--- src/rtl/noc_eject_sink_pkg.sv ---
// Shared definitions for the NoC ejection sink: packet field offsets and FSM states.
// Field offsets are functions so every file derives them from the same A_W/D_W.
package noc_eject_sink_pkg;

  typedef enum logic [1:0] {
    RUN   = 2'd0,
    DRAIN = 2'd1,
    DONE  = 2'd2
  } state_e;

  // Packet layout, MSB first: valid, flag, addr[A_W], data[D_W].
  function automatic int valid_bit(input int a_w, input int d_w);
    return a_w + d_w + 1;
  endfunction

  function automatic int flag_bit(input int a_w, input int d_w);
    return a_w + d_w;
  endfunction

  function automatic int addr_msb(input int a_w, input int d_w);
    return a_w + d_w - 1;
  endfunction

  function automatic int addr_lsb(input int d_w);
    return d_w;
  endfunction

  function automatic int data_msb(input int d_w);
    return d_w - 1;
  endfunction

endpackage

--- src/rtl/noc_eject_sink_fifo.sv ---
// Small synchronous FIFO whose head is readable in the same cycle (no read latency).
// A push into a full FIFO is honoured only when a pop frees the slot that cycle.
module noc_sync_fifo #(
  parameter int DEPTH = 4,
  parameter int W     = 33
) (
  input  logic                       clk,
  input  logic                       rst,
  input  logic                       push_i,
  input  logic                       pop_i,
  input  logic [W-1:0]               wdata_i,
  output logic [W-1:0]               rdata_o,
  output logic                       full_o,
  output logic                       empty_o,
  output logic [$clog2(DEPTH):0]     count_o
);

  localparam int PW = $clog2(DEPTH);
  localparam int CW = PW + 1;

  logic [W-1:0]  mem_q [DEPTH];
  logic [PW-1:0] wr_q;
  logic [PW-1:0] rd_q;
  logic [CW-1:0] cnt_q;
  logic          do_push;
  logic          do_pop;

  assign full_o  = (cnt_q == CW'(DEPTH));
  assign empty_o = (cnt_q == '0);
  assign count_o = cnt_q;
  assign rdata_o = mem_q[rd_q];
  assign do_pop  = pop_i & ~empty_o;
  assign do_push = push_i & (~full_o | do_pop);

  always_ff @(posedge clk) begin
    if (rst) begin
      wr_q  <= '0;
      rd_q  <= '0;
      cnt_q <= '0;
      for (int i = 0; i < DEPTH; i++) mem_q[i] <= '0;
    end else begin
      if (do_push) begin
        mem_q[wr_q] <= wdata_i;
        wr_q        <= wr_q + 1'b1;
      end
      if (do_pop) rd_q <= rd_q + 1'b1;
      cnt_q <= cnt_q + CW'(do_push) - CW'(do_pop);
    end
  end

endmodule

--- src/rtl/noc_eject_sink.sv ---
// Ejection endpoint of a deflection-NoC client port: accepts packets addressed to this
// node into a FIFO, drains them over valid/ready, and keeps receive statistics.
module noc_eject_sink
  import noc_eject_sink_pkg::*;
#(
  parameter int N     = 2,
  parameter int D_W   = 32,
  parameter int A_W   = $clog2(N) + 1,
  parameter int DEPTH = 4,
  parameter int LIMIT = 16,
  parameter int posx  = 2
) (
  input  logic                 clk,
  input  logic                 rst,
  input  logic                 ce,
  input  logic [A_W+D_W+1:0]   o,
  output logic                 o_ack,
  output logic                 rx_valid,
  input  logic                 rx_ready,
  output logic [D_W:0]         rx_data,
  output logic [15:0]          rx_count,
  output logic [15:0]          miss_count,
  output logic [D_W-1:0]       checksum,
  output logic                 done,
  output logic                 err
);

  localparam int VALID_BIT = valid_bit(A_W, D_W);
  localparam int FLAG_BIT  = flag_bit(A_W, D_W);
  localparam int ADDR_MSB  = addr_msb(A_W, D_W);
  localparam int ADDR_LSB  = addr_lsb(D_W);
  localparam int DATA_MSB  = data_msb(D_W);
  localparam logic [A_W-1:0] POS_A = A_W'(posx);
  localparam logic [A_W-1:0] N_A   = A_W'(N);

  logic             pkt_valid;
  logic             pkt_flag;
  logic [A_W-1:0]   pkt_addr;
  logic [D_W-1:0]   pkt_data;
  logic             hit;
  logic             pop;
  logic             fifo_full;
  logic             fifo_empty;
  logic [$clog2(DEPTH):0] fifo_count;

  state_e         state_q, state_d;
  logic [15:0]    rx_count_q, rx_count_d;
  logic [15:0]    miss_count_q, miss_count_d;
  logic [D_W-1:0] checksum_q, checksum_d;
  logic           err_q, err_d;

  assign pkt_valid = o[VALID_BIT];
  assign pkt_flag  = o[FLAG_BIT];
  assign pkt_addr  = o[ADDR_MSB:ADDR_LSB];
  assign pkt_data  = o[DATA_MSB:0];
  assign hit       = pkt_valid & (pkt_addr == POS_A);
  assign pop       = ce & rx_valid & rx_ready;
  assign rx_valid  = ~fifo_empty;

  noc_sync_fifo #(
    .DEPTH (DEPTH),
    .W     (D_W + 1)
  ) u_fifo (
    .clk     (clk),
    .rst     (rst),
    .push_i  (o_ack),
    .pop_i   (pop),
    .wdata_i ({pkt_flag, pkt_data}),
    .rdata_o (rx_data),
    .full_o  (fifo_full),
    .empty_o (fifo_empty),
    .count_o (fifo_count)
  );

  always_ff @(posedge clk) begin
    if (rst) state_q <= RUN;
    else     state_q <= state_d;
  end

  // RUN leaves as soon as the edge that brings rx_count to LIMIT has been taken.
  always_comb begin
    state_d = state_q;
    if (ce) begin
      unique case (state_q)
        RUN:     if (rx_count_d >= 16'(LIMIT)) state_d = DRAIN;
        DRAIN:   if (fifo_count == '0) state_d = DONE;
        DONE:    state_d = DONE;
        default: state_d = RUN;
      endcase
    end
  end

  // A full FIFO still accepts when the head leaves this cycle.
  always_comb begin
    o_ack = ce & hit & (~fifo_full | pop) & (state_q == RUN);
    done  = (state_q == DONE);
  end

  always_comb begin
    rx_count_d   = rx_count_q;
    miss_count_d = miss_count_q;
    checksum_d   = checksum_q;
    err_d        = err_q;
    if (o_ack) begin
      if (rx_count_q != 16'hFFFF) rx_count_d = rx_count_q + 16'd1;
      checksum_d = checksum_q + pkt_data;
    end
    if (ce && pkt_valid) begin
      if (pkt_addr != POS_A && miss_count_q != 16'hFFFF) miss_count_d = miss_count_q + 16'd1;
      if (pkt_addr >= N_A) err_d = 1'b1;
    end
  end

  always_ff @(posedge clk) begin
    if (rst) begin
      rx_count_q   <= '0;
      miss_count_q <= '0;
      checksum_q   <= '0;
      err_q        <= 1'b0;
    end else if (ce) begin
      rx_count_q   <= rx_count_d;
      miss_count_q <= miss_count_d;
      checksum_q   <= checksum_d;
      err_q        <= err_d;
    end
  end

  assign rx_count   = rx_count_q;
  assign miss_count = miss_count_q;
  assign checksum   = checksum_q;
  assign err        = err_q;

endmodule
--- config.mk ---
export PLATFORM = sky130hd
export DESIGN_NAME = noc_eject_sink
export DESIGN_NICKNAME = d
export VERILOG_FILES = /design/src/rtl/noc_eject_sink_pkg.sv /design/src/rtl/noc_eject_sink_fifo.sv /design/src/rtl/noc_eject_sink.sv
export SDC_FILE = /design/constraint.sdc
export NUM_CORES = 1
export LEC_CHECK = 0
export CORE_UTILIZATION = 43
export CTS_CLUSTER_SIZE = 24
export DETAILED_ROUTE_END_ITERATION = 12
export GPL_TIMING_DRIVEN = 1
export HOLD_SLACK_MARGIN = 0.08
export PLACE_DENSITY = 0.76
export SETUP_SLACK_MARGIN = 0.3
export SLEW_MARGIN = 10
export SYNTH_ARGS = -nofsm -noshare
export SYNTH_HDL_FRONTEND = slang
export SYNTH_SLANG_ARGS = --single-unit
--- constraint.sdc ---
create_clock -name clk -period 16.29 [get_ports clk]
set_clock_uncertainty 0.15 [all_clocks]
set_input_delay 3.258 -clock clk [delete_from_list [all_inputs] [get_ports clk]]
set_output_delay 3.258 -clock clk [all_outputs]
set_load 0.01 [all_outputs]
==> reports/results.md <==
| Group | Metric | Value |
|:---|:---|:---|
| run status | Result of the run | finished clean |
| floorplanning | Initial Utilization | 0.438 |
| setup path | Crit path buf inv count | 4 |
| power | Internal portion of total power | 0.000956 W |
| clock tree | Inserted Clock Buffers | 23 |
| placement | Port buffer count | 140 |
| sta | Setup TNS after final layout | 0 ns |
| global routing | Antenna violations before repair | 1 |
| routing | Detailed Route Iter0 Violations | 541 |
| routing | Via count normalized by instance count | 5.33 |
| synthesis | Proportion of synthesized flip-flops having asynchronous set or reset | 0 |
| setup path | WS Path Type | in -> out |
| global routing | Global route overflow | 0 |
| setup path | Setup crit end kind | output port |
| power | Leakage | 4.89 nW |
| placement | Global placer's final weighted congestion | 0.887 |
| routing | Total detailed-routing wirelength | 24900 microns |
| run | Number of violations of the max-capacitance limit | 0 |
| clock tree | Root buf cell | clkbuf_16 |
| sta | Final-report hold violation count | 0 |
| global routing | Via count of the first global-routing pass | 7349 |
| power | Share of power burned in the clock network | 0.400 |
| power | Sw Share | 0.241 |
| setup path | Data arrival time of the critical path | 5.21 ns |
| sta | Setup repair after global routing missed its margin | no |
| floorplanning | Die Y-Extent | 157 microns |
| power | Peak supply drop | 0.0000573 V |
| floorplanning | Total die area | 24500 sq um |
| sta | Slew @ Worst Pin | 0.976 ns |
| clock tree | Max clock buf depth | 3 |
| power | Net switching power figure | 0.000304 W |
| synthesis | EDFF count, synth | 132 |
| setup path | Critical path's top delay family | buffers and inverters |
| global routing | Tot GR Track Use | 0.203 |
| setup path | Required time worst endpoint | 12.88 ns |
| synthesis | Synthesized net count | 1014 |
| cells and area | Commonest cells after routing, fill and taps aside | clkdlybuf4s50_1 (139), edfxtp_1 (132), nor2_1 (123), nand2_1 (109), dfxtp_1 (75) |
| hold path | Worst min path class | reg -> reg |
| power | Sequential cell fraction of total power | 0.467 |
| setup path | Top cell by count, worst path | clkdlybuf4s50_1 |
| synthesis | Gate Count Post-Synth | 933 |
| sta | Pins over their slew limit | 0 |
| power | Areal power density over the cells | 98.7 nW/um^2 |
| synthesis | Number of warnings issued by yosys | 0 |
| synthesis | Synthesis-stage register bit count | 208 |
| clock tree | Clock sink count | 208 |
| clock tree | # resized after CTS | 0 |
| routing | Routed via count | 7502 |
| routing | Pre-antenna DRT Iters | 5 |
| setup path | Maximum fanout encountered on the critical timing path | 42 |
| clock tree | TritonCTS clock tree | done |
| global routing | Global-route wire length before repair | 38300 microns |
| setup path | Type of origin of the critical path | primary input |
| setup path | Slowest CP cell | clkdlybuf4s50_1 |
| sta | Clock period minus worst slack | 8.62 ns |
| cells and area | Nets | 1151 |
| clock tree | # hold bufs at CTS | 0 |
| floorplanning | Number of placement rows | 56 |
| synthesis | Post-synthesis area per instance | 11.0 sq um |
| clock tree | CTS clk-pin slew, worst paths | 0.06 ns |
| floorplanning | Num ports | 141 |
| sta | Highest clock frequency the design can meet | 0.116 GHz |
| clock tree | Clock H-tree levels | 1 |
| synthesis | Sequential cell area fraction in the yosys report | 0.534 |
| synthesis | Cell Area, Synth | 10300 sq um |
| global routing | Largest net degree at the start of global routing | 72 |
| cells and area | Area Overhead vs Synth | 24.3% |
| synthesis | Unique cell type count in the Yosys netlist | 63 |
| power | Power after layout | 0.00126 W |
| setup path | Largest stage delay on the critical path | 0.55 ns |
| placement | DP Wirelength | 16400 microns |
| setup path | Chain of cells forming the critical path | clkdlybuf4s50_1 -> nand2_1 -> a311o_2 -> buf_4 -> inv_1 -> clkdlybuf4s50_1 |
| sta | Setup violations, final | 0 |
| synthesis | Primary FF master, synth | edfxtp_1 |
| cells and area | Leading cell type in the layout, fill and taps excluded | clkdlybuf4s50_1 |
| clock tree | Insertion delay to the later sink of the worst-skew pair | 0.51 ns |
| routing | Antenna violation net count after detailed routing | 0 |
| sta | Max transition margin | 0.349 |
| cells and area | Ratio of cells with drive above 1 in the final layout | 0.0948 |
| floorplanning | Chip Width | 157 microns |
| power | Logic gate share of total power | 0.133 |
| routing | Residual DRC | 0 |
| routing | Detailed-route wire length per cell | 17.7 microns |
| clock tree | Setup bufs post-CTS | 0 |
| sta | Period utilization | 0.529 |
| floorplanning | Core Footprint | 23500 sq um |
==> power by group through the flow <==
stage	combinational, W	clock, W	sequential (W)
global placement	0.000166	0	0.000599
floorplan	0.0000976	0	0.000599
detailed placement	0.000168	0	0.000600
CTS	0.000170	0.000514	0.000589
global route	0.000182	0.000531	0.000591
finish	0.000168	0.000504	0.000589
==> synth_stat cells, types with 5 or more instances <==
library cell / instances / share of area
a211oi_1: 8 / 0.0058
a21o_1: 16 / 0.012
a21oi_1: 44 / 0.021
a31oi_1: 9 / 0.0055
and2_1: 41 / 0.025
and3_1: 6 / 0.0037
and4_1: 6 / 0.0051
buf_1: 8 / 0.0029
clkbuf_1: 30 / 0.011
dfxtp_1: 76 / 0.15
edfxtp_1: 132 / 0.39
ha_1: 39 / 0.047
inv_1: 55 / 0.020
mux2i_1: 5 / 0.0049
mux4_2: 33 / 0.072
nand2_1: 109 / 0.040
nand2b_1: 6 / 0.0037
nand3_1: 18 / 0.0088
nand4_1: 14 / 0.0085
nor2_1: 124 / 0.045
nor3_1: 12 / 0.0058
o21ai_0: 15 / 0.0073
o22ai_1: 5 / 0.0030
or3_1: 5 / 0.0030
xnor2_1: 34 / 0.029
xor2_1: 23 / 0.020
==> flip-flops by register name (all words and copies together), names as in the netlist, named ones only <==
name / flops
u_fifo.mem_q: 132
checksum: 32
miss_count: 16
rx_count: 16
u_fifo.count_o: 3
state_q: 2
u_fifo.rd_q: 2
u_fifo.wr_q: 2
err: 1
==> per-layer routing <==
metal	GRT usage	wire length [microns]	part of all wire	up-vias
met5	0	0	0	-
met4	0.0686	727	0.029	0
met3	0.0302	1690	0.068	52
met2	0.352	11900	0.48	261
met1	0.258	10500	0.42	3595
li1	-	-	-	3594
==> worst paths after layout <==
| check | startpoint | end | slack (ns) | cells past startpoint |
|---|---|---|---|---|
| setup / recovery | ce | o_ack | 7.67 | 6 |
| hold / removal | err$_SDFFE_PP0P_ | err$_SDFFE_PP0P_ | 0.32 | 2 |
| setup reg to reg | state_q[0]$_SDFFE_PP0P_ | state_q[0]$_SDFFE_PP0P_ | 12.31 | 14 |
| hold reg to reg | err$_SDFFE_PP0P_ | err$_SDFFE_PP0P_ | 0.32 | 2 |
==> tightest hold or removal path, stage by stage (launching register included) <==
cell	delay [ns]
dfxtp_1	0.33
a31oi_1	0.04
nor2_1	0.07
==> kinds of logic after synthesis <==
kind of cell,Yosys count,synth area share
AND/OR/NAND/NOR,362,0.167
flip-flops,208,0.534
AO/OA/AOI/OAI,130,0.0853
buffers and inverters,95,0.0349
XOR/XNOR,57,0.0486
adder cells (fa/ha/maj),41,0.0514
multiplexers,40,0.0793
==> stage by stage <==
step	util	area, sq um	setup slack, ns	hold WS (ns)	cells
after detailed placement	0.513	12000	7.67	0.318	1364
after global placement	0.513	12000	7.69	0.314	1364
after floorplan	-	10300	8.31	0.335	933
final	0.544	12800	7.67	0.325	1407
after CTS	0.544	12800	7.67	0.332	1406
after global routing	0.544	12800	7.58	0.354	1406
==> cell type report <==
class,instances,area (sq um)
diodes,1,2.50
repair buffers,152,1490
well taps,319,399
multi-input cells,630,4470
flip-flops and latches,208,5490
clock inverters,14,131
inverters,55,206
clock buffers,28,594
fillers,1997,10700
Note: power is estimated with default switching activity, not from simulation.
